$ cat src/rtl/pc_ras.sv
// Fetch-stage program counter with a circular return-address stack,
// single-level interrupt entry/return and sticky stack error flags.
module pc_ras #(
  parameter int          AW         = 8,
  parameter int          DEPTH      = 4,
  parameter int unsigned RESET_ADDR = 0,
  parameter int unsigned IRQ_VEC    = 32'hF0
) (
  input  logic                       clk,
  input  logic                       rst_n,
  input  logic                       en,
  input  logic                       load,
  input  logic                       imm,
  input  logic                       call,
  input  logic                       ret,
  input  logic                       reti,
  input  logic                       irq_req,
  input  logic                       clr_err,
  input  logic [AW-1:0]              target,
  output logic [AW-1:0]              pc,
  output logic [$clog2(DEPTH+1)-1:0] ras_count,
  output logic                       ras_empty,
  output logic                       ras_full,
  output logic                       in_isr,
  output logic                       irq_ack,
  output logic                       ovf,
  output logic                       unf
);

  localparam int PW = $clog2(DEPTH);
  localparam int CW = $clog2(DEPTH+1);
  localparam logic [AW-1:0] RESET_PC = AW'(RESET_ADDR);
  localparam logic [AW-1:0] IRQ_PC   = AW'(IRQ_VEC);

  logic [AW-1:0] stack_mem [DEPTH];

  logic [AW-1:0] pc_reg, pc_next;
  logic [PW-1:0] top_reg, top_next;
  logic [CW-1:0] count_reg, count_next;
  logic          in_isr_reg, in_isr_next;
  logic          irq_ack_reg, irq_ack_next;
  logic          ovf_reg, ovf_next;
  logic          unf_reg, unf_next;

  logic [AW-1:0] seq;
  logic [PW-1:0] ptr_inc, ptr_dec;
  logic          stack_full, stack_empty;
  logic          push, pop, ovf_set, unf_set;
  logic [AW-1:0] push_data;

  assign seq         = pc_reg + (imm ? AW'(2) : AW'(1));
  // top_reg addresses the next free slot; wrapping it when full overwrites the oldest entry
  assign ptr_inc     = (top_reg == PW'(DEPTH-1)) ? '0 : top_reg + PW'(1);
  assign ptr_dec     = (top_reg == '0) ? PW'(DEPTH-1) : top_reg - PW'(1);
  assign stack_full  = (count_reg == CW'(DEPTH));
  assign stack_empty = (count_reg == '0);

  always_comb begin
    pc_next      = pc_reg;
    top_next     = top_reg;
    count_next   = count_reg;
    in_isr_next  = in_isr_reg;
    irq_ack_next = 1'b0;
    push         = 1'b0;
    pop          = 1'b0;
    push_data    = '0;
    ovf_set      = 1'b0;
    unf_set      = 1'b0;

    if (en) begin
      if (irq_req && !in_isr_reg) begin
        push         = 1'b1;
        push_data    = pc_reg;
        pc_next      = IRQ_PC;
        in_isr_next  = 1'b1;
        irq_ack_next = 1'b1;
      end else if (reti || ret) begin
        pop = 1'b1;
        if (reti) in_isr_next = 1'b0;
      end else if (call) begin
        push      = 1'b1;
        push_data = seq;
        pc_next   = target;
      end else if (load) begin
        pc_next = target;
      end else begin
        pc_next = seq;
      end
    end

    if (push) begin
      top_next = ptr_inc;
      if (stack_full) ovf_set = 1'b1;
      else            count_next = count_reg + CW'(1);
    end

    // An empty pop behaves as a NOP on the PC
    if (pop) begin
      if (stack_empty) begin
        unf_set = 1'b1;
        pc_next = seq;
      end else begin
        pc_next    = stack_mem[ptr_dec];
        top_next   = ptr_dec;
        count_next = count_reg - CW'(1);
      end
    end

    ovf_next = (ovf_reg & ~clr_err) | ovf_set;
    unf_next = (unf_reg & ~clr_err) | unf_set;
  end

  always_ff @(posedge clk or negedge rst_n) begin
    if (!rst_n) begin
      pc_reg      <= RESET_PC;
      top_reg     <= '0;
      count_reg   <= '0;
      in_isr_reg  <= 1'b0;
      irq_ack_reg <= 1'b0;
      ovf_reg     <= 1'b0;
      unf_reg     <= 1'b0;
    end else begin
      pc_reg      <= pc_next;
      top_reg     <= top_next;
      count_reg   <= count_next;
      in_isr_reg  <= in_isr_next;
      irq_ack_reg <= irq_ack_next;
      ovf_reg     <= ovf_next;
      unf_reg     <= unf_next;
    end
  end

  always_ff @(posedge clk) begin
    if (push) stack_mem[top_reg] <= push_data;
  end

  assign pc        = pc_reg;
  assign ras_count = count_reg;
  assign ras_empty = stack_empty;
  assign ras_full  = stack_full;
  assign in_isr    = in_isr_reg;
  assign irq_ack   = irq_ack_reg;
  assign ovf       = ovf_reg;
  assign unf       = unf_reg;

endmodule

$ cat config.mk
export PLATFORM = sky130hd
export DESIGN_NAME = pc_ras
export DESIGN_NICKNAME = d
export VERILOG_FILES = /design/src/rtl/pc_ras.sv
export SDC_FILE = /design/constraint.sdc
export NUM_CORES = 1
export LEC_CHECK = 0
export CORE_MARGIN = 10
export CORE_UTILIZATION = 44
export DETAILED_ROUTE_END_ITERATION = 8
export PLACE_DENSITY = 0.66
export RECOVER_POWER = 50
export SLEW_MARGIN = 20
export SYNTH_ARGS = -nofsm -noshare
export SYNTH_HDL_FRONTEND = slang
export SYNTH_SLANG_ARGS = --single-unit
export TNS_END_PERCENT = 50
$ cat constraint.sdc
create_clock -name clk -period 2.9 [get_ports clk]
set_input_delay 0.58 -clock clk [delete_from_list [all_inputs] [get_ports clk]]
set_output_delay 0.58 -clock clk [all_outputs]
set_load 0.02 [all_outputs]
==> impl_metrics.ini <==
[outcome]
status = finished clean

[route]
first_iteration_detailed_routing_drc_count = 124
vias_per_cell = 5.746
detail_route.drc_violations = 0
drtPass1Iterations = 4
drt-total-wl_um = 6234
vias = 1994
drt.antenna.violating_nets = 0
avgRoutedWirePerCell_um = 17.97

[critical_path]
worst-endpoint-arrival_ns = 2.02
crit_fanout = 6
timing.critical_path.mode_cell = sky130_fd_sc_hd__inv_1
worstSetupStartpointType = flop
worst_endpoint_required_time_ns = 2.32
crit_path_end_kind = output pin
worst_path_dominant_cell_family = buffers and inverters
path_class = flop to output pin
crit_buf_inv = 3
critical_path.max_stage_delay_ns = 0.66
critical_path.cell_chain = inv_1 > ha_1 > nand2b_1 > inv_1 > clkdlybuf4s50_1
cp_slowest_cell = sky130_fd_sc_hd__clkdlybuf4s50_1

[placed_design]
routabilityCongestion = 0.8862
place.detailed.hpwl_um = 4682
place.port_buffers = 34
placedInstanceArea_mm2 = 0.003078
placed_cells_incl_taps = 339

[pwr]
power.ir.vdd_worst_mv = 0.3547
power.leakage_nw = 1.208
power_density_mw_per_mm2 = 796.5

[grt]
wire_length_of_the_first_global_routing_pass_um = 9991
total_track_usage_pct = 13.94
first_global_vias = 1925
antenna_found_initial = 0
gr-total-overflow = 0
grt_start_max_net_pins = 19

[timing]
fin_crit_sh_pct = 89.72
timing.final.setup_violations = 0
tightest_slew_ns = 0.8859
worst_clock_skew_ns = 0.009463
finalHoldViolCount = 0
timing.fmax_ghz = 0.3843
finalWorstPathRequiredPeriod_ns = 2.602
timing.slew.headroom_pct = 40.75
finalMaxSlewViolations = 0
rsz0062_at_grt = no

[clock_tree]
cts_hold_buffers = 0
worstSkewPairLatency_ns = 0.31
cts.htree.levels = 2
cts.repair_timing.setup_buffer_count = 0
cts_inserted_buffers = 5
clk_pin_slew_worst_paths_ns = 0.10
clkSinkCount = 49
max-clock-path-buffers = 2
root_buffer = sky130_fd_sc_hd__clkbuf_8
cts.repair.resized = 0
cts_tree = yes

[floorplan]
coreArea_mm2 = 0.005608
floorplan.initialDensity_pct = 45.98
ios = 35
fp.dieArea_mm2 = 0.009323
site_rows = 27
floorplan.die.height_um = 96.56
dieWidth_um = 96.56

[logic_synthesis]
syn-cell-area_mm2 = 0.002579
syn_area_per_cell_um2 = 11.31
synth-warning-count = 0
yosys_register_bits = 49
count_of_flip_flops_with_a_built_in_enable_after_synthesis = 32
mappedNetlistNets = 256
postSynthCellCount = 228
postSynth.asyncResetShare_pct = 34.69
seq_area_frac_synth_pct = 53.76
synth.lib_cells_used.distinct = 43
most_common_flop_cell_mapped_by_yosys = sky130_fd_sc_hd__edfxtp_1

[worst_hold_path]
min-delay-path-class = flop to flop

[cells_and_area]
finalCoreUtilization_pct = 56.29
non_filler_cell_area_final_mm2 = 0.003157
flip_flop_count_of_the_largest_register_all_copies_and_words_added = 32
fillerInstances = 513
fraction_of_final_layout_cells_with_drive_strength_greater_than_1_pct = 9.818
finish.cell_count_without_fillers = 347
area_delta_synth_final_pct = 22.42
finish.net_count = 302
antenna_cells_inserted = 0

[run]
cap_viol_max_count = 0
-- per-stage QoR --
stage / hold slack, ns / power [mW] / setup slack, ns / TNS [ns]
after floorplan: 0.2844 / 1.719 / 0.5689 / 0
after global routing: 0.5454 / 2.691 / 0.1377 / 0
after global placement: 0.5196 / 2.116 / 0.06688 / 0
after CTS: 0.5385 / 2.577 / 0.2906 / 0
after detailed placement: 0.5233 / 2.139 / -0.007558 / -0.03008
final: 0.5275 / 2.514 / 0.2980 / 0
-- cell usage after synthesis, types with 3 or more instances --
library cell	n	area, µm²
sky130_fd_sc_hd__ha_1	9	112.6
sky130_fd_sc_hd__a21oi_1	12	60.06
sky130_fd_sc_hd__a31oi_1	4	25.02
sky130_fd_sc_hd__nor3_1	7	35.03
sky130_fd_sc_hd__nor2b_1	4	25.02
sky130_fd_sc_hd__nor2_1	18	67.56
sky130_fd_sc_hd__nand2b_1	3	18.77
sky130_fd_sc_hd__a22oi_1	3	22.52
sky130_fd_sc_hd__clkbuf_1	7	26.28
sky130_fd_sc_hd__o21a_1	3	22.52
sky130_fd_sc_hd__edfxtp_1	32	960.9
sky130_fd_sc_hd__o21ai_0	16	80.08
sky130_fd_sc_hd__nand3_1	7	35.03
sky130_fd_sc_hd__dfrtp_1	17	425.4
sky130_fd_sc_hd__nand2_1	20	75.07
sky130_fd_sc_hd__xnor2_1	3	26.28
sky130_fd_sc_hd__inv_1	13	48.80
sky130_fd_sc_hd__mux4_2	8	180.2
sky130_fd_sc_hd__and2_1	5	31.28
sky130_fd_sc_hd__o22ai_1	5	31.28
-- area by class of cell --
type / instances / area (µm²) / area share (%)
Timing Repair Buffer: 50 / 441.7 / 13.99
Tap cell: 72 / 90.09 / 2.854
Clock inverter: 3 / 28.78 / 0.9116
Clock buffer: 5 / 68.82 / 2.180
Sequential cell: 49 / 1386 / 43.92
Inverter: 13 / 48.80 / 1.546
Multi-Input combinational cell: 155 / 1092 / 34.60
-- where the power goes --
part | internal, mW | switching (mW) | leakage (nW)
Combinational | 0.504 | 0.571 | 0.659
Sequential | 0.870 | 0.129 | 0.498
Clock | 0.183 | 0.259 | 0.0511
Total | 1.56 | 0.958 | 1.21
-- cell usage in the layout (no fill, tap or decap), types with 7 or more instances in the layout --
cell                              synthesis  layout
sky130_fd_sc_hd__dfrtp_1                 17      17
sky130_fd_sc_hd__a21oi_1                 12      12
sky130_fd_sc_hd__clkdlybuf4s50_1          0      16
sky130_fd_sc_hd__ha_1                     9       9
sky130_fd_sc_hd__nor2_1                  18      18
sky130_fd_sc_hd__nand2_1                 20      20
sky130_fd_sc_hd__mux4_2                   8       8
sky130_fd_sc_hd__nor3_1                   7       7
sky130_fd_sc_hd__dlygate4sd3_1            0      18
sky130_fd_sc_hd__buf_4                    0      11
sky130_fd_sc_hd__edfxtp_1                32      32
sky130_fd_sc_hd__o21ai_0                 16      16
sky130_fd_sc_hd__nand3_1                  7       7
sky130_fd_sc_hd__inv_1                   13      13
-- path summary, 6_finish.rpt --
kind | startpoint | endpoint | cells after the start | slack, ns
worst min-delay path | unf | unf | 2 | 0.53
worst max register to register | top_reg[1] | pc[5] | 8 | 0.46
worst max-delay path | ras_count[0] | ras_empty | 5 | 0.30
worst min register to register | unf | unf | 2 | 0.53
min in group asynchronous | rst_n | ovf | 1 | 0.83
max in group asynchronous | rst_n | top_reg[0] | 1 | 1.52
-- per-layer routing --
metal	up-vias	GRT usage [%]	share of wire [%]
li1	943	-	-
met1	982	18.06	44
met2	59	22.44	47
met3	10	2.853	6.9
met4	0	5.327	1.7
met5	-	0	0
-- cell families (layout without fill, tap and decap cells) --
family                   Yosys count  after routing  synth area share, %
AND/OR/NAND/NOR                   70             70                12.91
AO/OA/AOI/OAI                     61             61                15.19
multiplexers                      10             10                7.763
buffers and inverters             24             71                3.882
XOR/XNOR                           4              4                1.359
adder cells (fa/ha/maj)           10             10                5.143
flip-flops                        49             49                53.76
-- worst register-to-register path, stage by stage (launching register included) --
cell	delay (ns)
sky130_fd_sc_hd__dfrtp_1	0.44
sky130_fd_sc_hd__inv_1	0.09
sky130_fd_sc_hd__ha_1	0.21
sky130_fd_sc_hd__nor2b_1	0.24
sky130_fd_sc_hd__buf_4	0.20
sky130_fd_sc_hd__mux4_2	0.52
sky130_fd_sc_hd__a32oi_1	0.17
sky130_fd_sc_hd__o21ai_0	0.11
sky130_fd_sc_hd__a221o_1	0.36
Power figures use the tool's default switching activity.
